$ cat src/rtl/jtframe_sdram_arb_if.sv
// rtl/jtframe_sdram_arb_if.sv - requester and core-side bus bundle for the SDRAM arbiter
// Ports (signals of the bundle):
//   requester side : downloading, ba_addr/ba_rd/ba_wr/ba0_din/ba0_din_m in,
//                    ba_ack/ba_dst/ba_dok/ba_rdy out,
//                    prog_addr/prog_ba/prog_rd/prog_we/prog_data/prog_mask in,
//                    prog_ack/prog_dst/prog_dok/prog_rdy out
//   core side      : cmd_rd/cmd_wr/cmd_ref/cmd_ba/cmd_addr/cmd_din/cmd_dqm out,
//                    core_ack/core_dst/core_dok/core_rdy in
//   slave modport  : arbiter view; master modport : environment view
interface jtframe_sdram_arb_if #(
    parameter int SDRAMW = 23
);
    logic                    downloading;
    logic [4*SDRAMW-1:0]     ba_addr;
    logic [3:0]              ba_rd;
    logic [3:0]              ba_wr;
    logic [15:0]             ba0_din;
    logic [1:0]              ba0_din_m;
    logic [3:0]              ba_ack;
    logic [3:0]              ba_dst;
    logic [3:0]              ba_dok;
    logic [3:0]              ba_rdy;
    logic [SDRAMW-1:0]       prog_addr;
    logic [1:0]              prog_ba;
    logic                    prog_rd;
    logic                    prog_we;
    logic [15:0]             prog_data;
    logic [1:0]              prog_mask;
    logic                    prog_ack;
    logic                    prog_dst;
    logic                    prog_dok;
    logic                    prog_rdy;
    logic                    cmd_rd;
    logic                    cmd_wr;
    logic                    cmd_ref;
    logic [1:0]              cmd_ba;
    logic [SDRAMW-1:0]       cmd_addr;
    logic [15:0]             cmd_din;
    logic [1:0]              cmd_dqm;
    logic                    core_ack;
    logic                    core_dst;
    logic                    core_dok;
    logic                    core_rdy;

    modport slave (
        input  downloading, ba_addr, ba_rd, ba_wr, ba0_din, ba0_din_m,
        input  prog_addr, prog_ba, prog_rd, prog_we, prog_data, prog_mask,
        input  core_ack, core_dst, core_dok, core_rdy,
        output ba_ack, ba_dst, ba_dok, ba_rdy,
        output prog_ack, prog_dst, prog_dok, prog_rdy,
        output cmd_rd, cmd_wr, cmd_ref, cmd_ba, cmd_addr, cmd_din, cmd_dqm
    );

    modport master (
        output downloading, ba_addr, ba_rd, ba_wr, ba0_din, ba0_din_m,
        output prog_addr, prog_ba, prog_rd, prog_we, prog_data, prog_mask,
        output core_ack, core_dst, core_dok, core_rdy,
        input  ba_ack, ba_dst, ba_dok, ba_rdy,
        input  prog_ack, prog_dst, prog_dok, prog_rdy,
        input  cmd_rd, cmd_wr, cmd_ref, cmd_ba, cmd_addr, cmd_din, cmd_dqm
    );
endinterface

$ cat src/rtl/jtframe_sdram_arb.sv
// rtl/jtframe_sdram_arb.sv - shares one SDRAM command core between four banks, prog and refresh
// Ports:
//   clk : system clock
//   rst : synchronous active-high reset
//   bus : jtframe_sdram_arb_if.slave (requester ports, command to core, core strobes)
// One transaction is in flight at a time. Bank requests are served round-robin,
// the prog port only while downloading, and a periodic refresh takes precedence
// over both whenever the arbiter is idle.
module jtframe_sdram_arb #(
    parameter int SDRAMW      = 23,
    parameter int REFRESH_CNT = 384
) (
    input  logic                       clk,
    input  logic                       rst,
    jtframe_sdram_arb_if.slave         bus
);
    localparam int CW = $clog2(REFRESH_CNT);

    typedef enum logic [1:0] {IDLE, ISSUE, WAIT, REFRESH} state_t;

    state_t              r_state;
    logic [CW-1:0]       r_ref_cnt;
    logic                r_ref_pend;
    logic [1:0]          r_ptr;
    logic [2:0]          r_owner;     // 0..3 bank, 4 prog
    logic                r_cmd_rd;
    logic                r_cmd_wr;
    logic                r_cmd_ref;
    logic [1:0]          r_cmd_ba;
    logic [SDRAMW-1:0]   r_cmd_addr;
    logic [15:0]         r_cmd_din;
    logic [1:0]          r_cmd_dqm;

    logic [3:0]          w_req;
    logic                w_bank_hit;
    logic [1:0]          w_bank_sel;
    logic [SDRAMW-1:0]   w_bank_addr;
    logic                w_bank_wr;
    logic [4:0]          w_owner_mask;
    logic [4:0]          w_ack_mask;
    logic                w_fwd;
    logic                w_unused;

    // Only bank 0 can write; the other write strobes are deliberately ignored.
    assign w_req    = bus.ba_rd | {3'b000, bus.ba_wr[0]};
    assign w_unused = ^bus.ba_wr[3:1];

    // Round-robin search starting just after the last granted bank. Walking from
    // the farthest candidate to the nearest lets the nearest one win.
    always_comb begin
        w_bank_hit = 1'b0;
        w_bank_sel = r_ptr;
        for (int i = 4; i >= 1; i--) begin
            if (w_req[r_ptr + 2'(i)]) begin
                w_bank_hit = 1'b1;
                w_bank_sel = r_ptr + 2'(i);
            end
        end
    end

    assign w_bank_addr = bus.ba_addr[32'(w_bank_sel) * SDRAMW +: SDRAMW];
    assign w_bank_wr   = (w_bank_sel == 2'd0) && bus.ba_wr[0];

    assign w_owner_mask = 5'b00001 << r_owner;
    assign w_ack_mask   = (r_state == ISSUE && bus.core_ack) ? w_owner_mask : 5'b00000;
    // Data strobes reach a requester only while its own transaction is in WAIT;
    // refresh strobes and anything arriving in other states are dropped.
    assign w_fwd        = (r_state == WAIT);

    assign bus.ba_ack   = w_ack_mask[3:0];
    assign bus.prog_ack = w_ack_mask[4];
    assign bus.ba_dst   = (w_fwd && bus.core_dst) ? w_owner_mask[3:0] : 4'b0000;
    assign bus.ba_dok   = (w_fwd && bus.core_dok) ? w_owner_mask[3:0] : 4'b0000;
    assign bus.ba_rdy   = (w_fwd && bus.core_rdy) ? w_owner_mask[3:0] : 4'b0000;
    assign bus.prog_dst = w_fwd && bus.core_dst && w_owner_mask[4];
    assign bus.prog_dok = w_fwd && bus.core_dok && w_owner_mask[4];
    assign bus.prog_rdy = w_fwd && bus.core_rdy && w_owner_mask[4];

    assign bus.cmd_rd   = r_cmd_rd;
    assign bus.cmd_wr   = r_cmd_wr;
    assign bus.cmd_ref  = r_cmd_ref;
    assign bus.cmd_ba   = r_cmd_ba;
    assign bus.cmd_addr = r_cmd_addr;
    assign bus.cmd_din  = r_cmd_din;
    assign bus.cmd_dqm  = r_cmd_dqm;

    always_ff @(posedge clk) begin
        if (rst) begin
            r_state    <= IDLE;
            r_ref_cnt  <= CW'(REFRESH_CNT - 1);
            r_ref_pend <= 1'b0;
            r_ptr      <= 2'd3;
            r_owner    <= 3'd0;
            r_cmd_rd   <= 1'b0;
            r_cmd_wr   <= 1'b0;
            r_cmd_ref  <= 1'b0;
            r_cmd_ba   <= 2'd0;
            r_cmd_addr <= '0;
            r_cmd_din  <= 16'd0;
            r_cmd_dqm  <= 2'd0;
        end else begin
            // The clear sits before the expiry so that an expiry on the same
            // edge as the refresh ack still leaves a new refresh pending.
            if (r_state == REFRESH && r_cmd_ref && bus.core_ack) begin
                r_ref_pend <= 1'b0;
            end
            if (r_ref_cnt == '0) begin
                r_ref_cnt  <= CW'(REFRESH_CNT - 1);
                r_ref_pend <= 1'b1;
            end else begin
                r_ref_cnt <= r_ref_cnt - 1'b1;
            end

            case (r_state)
                IDLE: begin
                    if (r_ref_pend) begin
                        r_cmd_ref <= 1'b1;
                        r_state   <= REFRESH;
                    end else if (bus.downloading) begin
                        if (bus.prog_rd || bus.prog_we) begin
                            r_owner    <= 3'd4;
                            r_cmd_ba   <= bus.prog_ba;
                            r_cmd_addr <= bus.prog_addr;
                            r_cmd_din  <= bus.prog_data;
                            r_cmd_dqm  <= bus.prog_we ? bus.prog_mask : 2'b00;
                            r_cmd_wr   <= bus.prog_we;
                            r_cmd_rd   <= ~bus.prog_we;
                            r_state    <= ISSUE;
                        end
                    end else if (w_bank_hit) begin
                        r_owner    <= {1'b0, w_bank_sel};
                        r_ptr      <= w_bank_sel;
                        r_cmd_ba   <= w_bank_sel;
                        r_cmd_addr <= w_bank_addr;
                        r_cmd_din  <= bus.ba0_din;
                        r_cmd_dqm  <= w_bank_wr ? bus.ba0_din_m : 2'b00;
                        r_cmd_wr   <= w_bank_wr;
                        r_cmd_rd   <= ~w_bank_wr;
                        r_state    <= ISSUE;
                    end
                end
                ISSUE: begin
                    if (bus.core_ack) begin
                        r_cmd_rd <= 1'b0;
                        r_cmd_wr <= 1'b0;
                        r_state  <= WAIT;
                    end
                end
                WAIT: begin
                    if (bus.core_rdy) begin
                        r_state <= IDLE;
                    end
                end
                REFRESH: begin
                    // r_cmd_ref doubles as the "waiting for ack" phase flag.
                    if (r_cmd_ref) begin
                        if (bus.core_ack) begin
                            r_cmd_ref <= 1'b0;
                        end
                    end else if (bus.core_rdy) begin
                        r_state <= IDLE;
                    end
                end
                default: r_state <= IDLE;
            endcase
        end
    end
endmodule

$ cat src/flat_wrapper.sv
// flat-port wrapper written by rule: the top's interface ports become plain ports
module jtframe_sdram_arb_flat 
#(
    parameter int SDRAMW      = 23,
    parameter int REFRESH_CNT = 384
)
  (clk, rst, bus_downloading, bus_ba_addr, bus_ba_rd, bus_ba_wr, bus_ba0_din, bus_ba0_din_m, bus_prog_addr, bus_prog_ba, bus_prog_rd, bus_prog_we, bus_prog_data, bus_prog_mask, bus_core_ack, bus_core_dst, bus_core_dok, bus_core_rdy, bus_ba_ack, bus_ba_dst, bus_ba_dok, bus_ba_rdy, bus_prog_ack, bus_prog_dst, bus_prog_dok, bus_prog_rdy, bus_cmd_rd, bus_cmd_wr, bus_cmd_ref, bus_cmd_ba, bus_cmd_addr, bus_cmd_din, bus_cmd_dqm);
  jtframe_sdram_arb_if #(.SDRAMW(SDRAMW)) bus_i ();
  input  logic clk;
  input  logic rst;
  input wire logic [$bits(bus_i.downloading)-1:0] bus_downloading;
  input wire logic [$bits(bus_i.ba_addr)-1:0] bus_ba_addr;
  input wire logic [$bits(bus_i.ba_rd)-1:0] bus_ba_rd;
  input wire logic [$bits(bus_i.ba_wr)-1:0] bus_ba_wr;
  input wire logic [$bits(bus_i.ba0_din)-1:0] bus_ba0_din;
  input wire logic [$bits(bus_i.ba0_din_m)-1:0] bus_ba0_din_m;
  input wire logic [$bits(bus_i.prog_addr)-1:0] bus_prog_addr;
  input wire logic [$bits(bus_i.prog_ba)-1:0] bus_prog_ba;
  input wire logic [$bits(bus_i.prog_rd)-1:0] bus_prog_rd;
  input wire logic [$bits(bus_i.prog_we)-1:0] bus_prog_we;
  input wire logic [$bits(bus_i.prog_data)-1:0] bus_prog_data;
  input wire logic [$bits(bus_i.prog_mask)-1:0] bus_prog_mask;
  input wire logic [$bits(bus_i.core_ack)-1:0] bus_core_ack;
  input wire logic [$bits(bus_i.core_dst)-1:0] bus_core_dst;
  input wire logic [$bits(bus_i.core_dok)-1:0] bus_core_dok;
  input wire logic [$bits(bus_i.core_rdy)-1:0] bus_core_rdy;
  output wire logic [$bits(bus_i.ba_ack)-1:0] bus_ba_ack;
  output wire logic [$bits(bus_i.ba_dst)-1:0] bus_ba_dst;
  output wire logic [$bits(bus_i.ba_dok)-1:0] bus_ba_dok;
  output wire logic [$bits(bus_i.ba_rdy)-1:0] bus_ba_rdy;
  output wire logic [$bits(bus_i.prog_ack)-1:0] bus_prog_ack;
  output wire logic [$bits(bus_i.prog_dst)-1:0] bus_prog_dst;
  output wire logic [$bits(bus_i.prog_dok)-1:0] bus_prog_dok;
  output wire logic [$bits(bus_i.prog_rdy)-1:0] bus_prog_rdy;
  output wire logic [$bits(bus_i.cmd_rd)-1:0] bus_cmd_rd;
  output wire logic [$bits(bus_i.cmd_wr)-1:0] bus_cmd_wr;
  output wire logic [$bits(bus_i.cmd_ref)-1:0] bus_cmd_ref;
  output wire logic [$bits(bus_i.cmd_ba)-1:0] bus_cmd_ba;
  output wire logic [$bits(bus_i.cmd_addr)-1:0] bus_cmd_addr;
  output wire logic [$bits(bus_i.cmd_din)-1:0] bus_cmd_din;
  output wire logic [$bits(bus_i.cmd_dqm)-1:0] bus_cmd_dqm;
  assign bus_i.downloading = bus_downloading;
  assign bus_i.ba_addr = bus_ba_addr;
  assign bus_i.ba_rd = bus_ba_rd;
  assign bus_i.ba_wr = bus_ba_wr;
  assign bus_i.ba0_din = bus_ba0_din;
  assign bus_i.ba0_din_m = bus_ba0_din_m;
  assign bus_i.prog_addr = bus_prog_addr;
  assign bus_i.prog_ba = bus_prog_ba;
  assign bus_i.prog_rd = bus_prog_rd;
  assign bus_i.prog_we = bus_prog_we;
  assign bus_i.prog_data = bus_prog_data;
  assign bus_i.prog_mask = bus_prog_mask;
  assign bus_i.core_ack = bus_core_ack;
  assign bus_i.core_dst = bus_core_dst;
  assign bus_i.core_dok = bus_core_dok;
  assign bus_i.core_rdy = bus_core_rdy;
  assign bus_ba_ack = bus_i.ba_ack;
  assign bus_ba_dst = bus_i.ba_dst;
  assign bus_ba_dok = bus_i.ba_dok;
  assign bus_ba_rdy = bus_i.ba_rdy;
  assign bus_prog_ack = bus_i.prog_ack;
  assign bus_prog_dst = bus_i.prog_dst;
  assign bus_prog_dok = bus_i.prog_dok;
  assign bus_prog_rdy = bus_i.prog_rdy;
  assign bus_cmd_rd = bus_i.cmd_rd;
  assign bus_cmd_wr = bus_i.cmd_wr;
  assign bus_cmd_ref = bus_i.cmd_ref;
  assign bus_cmd_ba = bus_i.cmd_ba;
  assign bus_cmd_addr = bus_i.cmd_addr;
  assign bus_cmd_din = bus_i.cmd_din;
  assign bus_cmd_dqm = bus_i.cmd_dqm;
  jtframe_sdram_arb #(.SDRAMW(SDRAMW), .REFRESH_CNT(REFRESH_CNT)) u_core (.clk(clk), .rst(rst), .bus(bus_i));
endmodule
$ cat config.mk
export PLATFORM = sky130hd
export DESIGN_NAME = jtframe_sdram_arb_flat
export DESIGN_NICKNAME = d
export VERILOG_FILES = /design/src/rtl/jtframe_sdram_arb_if.sv /design/src/rtl/jtframe_sdram_arb.sv /design/src/flat_wrapper.sv
export SDC_FILE = /design/constraint.sdc
export NUM_CORES = 1
export LEC_CHECK = 0
export CORE_AREA = 2 2 99 101
export DETAILED_ROUTE_END_ITERATION = 12
export DIE_AREA = 0 0 101 103
export GPL_TIMING_DRIVEN = 1
export PLACE_DENSITY = 0.82
export SYNTH_ARGS = -nofsm -noshare
export SYNTH_HDL_FRONTEND = slang
export SYNTH_SLANG_ARGS = --single-unit
$ cat constraint.sdc
create_clock -name clk -period 6.34 [get_ports clk]
set_clock_uncertainty 0.2 [all_clocks]
set_input_delay 1.902 -clock clk [delete_from_list [all_inputs] [get_ports clk]]
set_output_delay 1.902 -clock clk [all_outputs]
set_load 0.005 [all_outputs]
==> impl_metrics.json <==
{
  "pin_count": 236,
  "final_cell_mix": "clkdlybuf4s50_1 (230), nor2_1 (75), dfxtp_1 (63)",
  "place_hpwl_um": 10100,
  "path_clk_slew_ps": 60,
  "final_nets": 831,
  "wire_per_inst_um": 17.0,
  "hold_path.class": "flip-flop to flip-flop",
  "arrival_ps": 3570,
  "maxClockFrequency_mhz": 176,
  "synthSimpleGateAreaFrac": 0.248,
  "worst_setup_path_end_kind": "output port",
  "synth_mux_area_frac": 0.132,
  "syn2layout_area_growth_pct": 68.8,
  "clk_latency_ps": 340,
  "synth_seq_area_share": 0.343,
  "dieArea_sq_um": 10400,
  "cts-root-buf": "clkbuf_8",
  "tritoncts": "built",
  "syn_inst": 449,
  "switchingPower_uw": 378,
  "synthFlopType": "dfxtp_1",
  "dpl_cell_area_sq_um": 6010,
  "h-tree-depth": 3,
  "synth_compound_area_frac": 0.209,
  "p_leak_nw": 2.30,
  "avgViaCountPerCell": 5.57,
  "ctsHoldBuffers": 0,
  "design.core.area_sq_um": 9460,
  "dr.pass1.iters": 4,
  "seqPwrFrac": 0.363,
  "final_common_cell": "clkdlybuf4s50_1",
  "n_antenna_cell": 0,
  "swShare": 0.290,
  "required_ps": 4240,
  "ys_warn_count": 0,
  "cap_violations": 0,
  "grt_overflow": 0,
  "path_class": "primary input to output port",
  "drive_above_1_share": 0.0602,
  "drc": 0,
  "max-slew-margin-rel": 0.244,
  "p_per_area_nw_per_um2": 210,
  "slew_violations": 0,
  "cts.path.max_buffers": 2,
  "finalSetupViolations": 0,
  "synth.avg_cell_area_sq_um": 8.19,
  "vdd_ir_drop_max_v": 0.000146,
  "synth_xor_area_frac": 0.0143,
  "outcome": "finished, final reports clean",
  "setup_tns_ps": 0,
  "worst_slack_ps": 671,
  "first_iter_violations": 170,
  "die_w_um": 101,
  "synth_seq_cells": 63,
  "syn-num-nets": 620,
  "synth_adder_area_share": 0.00340,
  "wl_um": 13200,
  "die_y_um": 103,
  "io_buffers": 232,
  "ctsResizeCount": 0,
  "min_period_ps": 5670,
  "cp_max_fo": 7,
  "place_ws_ps": 687,
  "grt_pass1_wl_um": 20400,
  "rows": 36,
  "hold_viol_final": 0,
  "synth.distinct_cells": 51,
  "max_slew.worst_pin.slew_ps": 1130,
  "grt_max_degree": 60,
  "cts.sinks": 63,
  "vias": 4340,
  "holdWs_ps": 198,
  "internal_power_uw": 924,
  "clockPowerShare": 0.289,
  "synth_top_family_by_area": "simple AND/OR/NAND/NOR gates",
  "antenna_found_initial": 0,
  "synth-edff-count": 0,
  "gp_congestion": 0.804,
  "antenna_left": 0,
  "grt_usage": 0.249,
  "finalCritPeriodShare": 0.894,
  "initial_core_util": 0.389,
  "grt_pass1_vias": 4203,
  "fin_area_sq_um": 6210,
  "critPathLaunchType": "primary input",
  "power_frac_comb": 0.348,
  "netlist_area_sq_um": 3680,
  "rsz0062_at_grt": "false",
  "cts_buffers": 9,
  "cts_setup_buffers": 0,
  "synth-async-reset-ratio": 0
}
==> sequential cells by signal, indices dropped and copies added, names as in the netlist <==
register / flops
u_core.r_owner: 3
u_core.bus.cmd_addr: 23
u_core.bus.cmd_din: 16
u_core.bus.cmd_dqm: 2
u_core.r_state: 2
u_core.bus.cmd_ba: 2
u_core.bus.cmd_wr: 1
u_core.bus.cmd_ref: 1
u_core.r_ptr: 2
u_core.r_ref_pend: 1
u_core.r_ref_cnt: 9
u_core.bus.cmd_rd: 1
==> cell type report <==
class | instances | area [sq um]
Clock buffer | 12 | 135
Multi-Input combinational cell | 345 | 2240
Fill cell | 803 | 3250
Timing Repair Buffer | 236 | 2340
Tap cell | 114 | 143
Sequential cell | 63 | 1260
Inverter | 5 | 18.8
Clock inverter | 4 | 70.1
==> worst max-delay path, stage by stage <==
cell and delay, ps:
clkdlybuf4s50_1 530, nand2_1 110, or2_2 370, nor2_1 140, clkdlybuf4s50_1 510
==> logic make-up (layout without fill, tap and decap cells) <==
kind of cell,count (synthesis),count (layout)
and+or+nand+nor,200,200
adders and majority gates,1,1
xor gates and xnor gates,6,6
buffers and inverters,41,257
DFF,63,63
muxes,25,25
AOI/OAI and AO/OA,113,113
==> routing by layer <==
| metal | vias to the layer above | track usage | share of wire |
|---|---|---|---|
| met2 | 204 | 0.452 | 0.51 |
| met4 | 0 | 0.0852 | 0.022 |
| li1 | 2064 | - | - |
| met3 | 25 | 0.0590 | 0.071 |
| met5 | - | 0 | 0 |
| met1 | 2047 | 0.288 | 0.40 |
==> stage by stage <==
stage,total power [mW],cells,utilization
2_1_floorplan,0.706,449,-
3_3_place_gp,0.921,763,0.635
3_5_place_dp,0.933,763,0.635
4_1_cts,1.31,779,0.657
5_1_grt,1.37,779,0.657
6_report,1.30,779,0.657
==> worst paths after layout <==
| kind | cells after the start | slack [ps] | start | endpoint |
|---|---|---|---|---|
| setup reg to reg | 6 | 3440 | u_core.r_state[1] | u_core.bus.cmd_addr[14] |
| setup / recovery | 5 | 670 | bus_core_ack | bus_prog_ack |
| hold / removal | 1 | 200 | u_core.r_ref_cnt[0] | u_core.r_ref_cnt[0] |
| hold reg to reg | 1 | 200 | u_core.r_ref_cnt[0] | u_core.r_ref_cnt[0] |
==> synth_stat cells, types with 4 or more instances <==
cell type	number	area share
a22oi_1	9	0.018
xor2_1	5	0.012
a211oi_1	16	0.033
mux4_2	11	0.067
mux2i_1	7	0.019
a21oi_1	34	0.046
a22o_1	5	0.012
or3_1	9	0.015
inv_1	5	0.0051
nor3_1	7	0.0095
a221o_1	6	0.016
clkbuf_1	29	0.030
nand2b_1	5	0.0085
o22ai_1	5	0.0085
nand3_1	15	0.020
nor2_1	76	0.078
a221oi_1	15	0.036
nand2_1	59	0.060
nor4_1	8	0.014
o21ai_0	13	0.018
nor2b_1	4	0.0068
dfxtp_1	63	0.34
mux4_1	6	0.043
==> power groups by stage <==
stage | Sequential, mW | Clock (mW) | Combinational, mW
6_report | 0.472 | 0.376 | 0.453
3_5_place_dp | 0.480 | 0 | 0.453
3_3_place_gp | 0.477 | 0 | 0.444
5_1_grt | 0.478 | 0.401 | 0.490
4_1_cts | 0.472 | 0.383 | 0.455
2_1_floorplan | 0.477 | 0 | 0.229
Note: power is estimated with default switching activity, not from simulation.
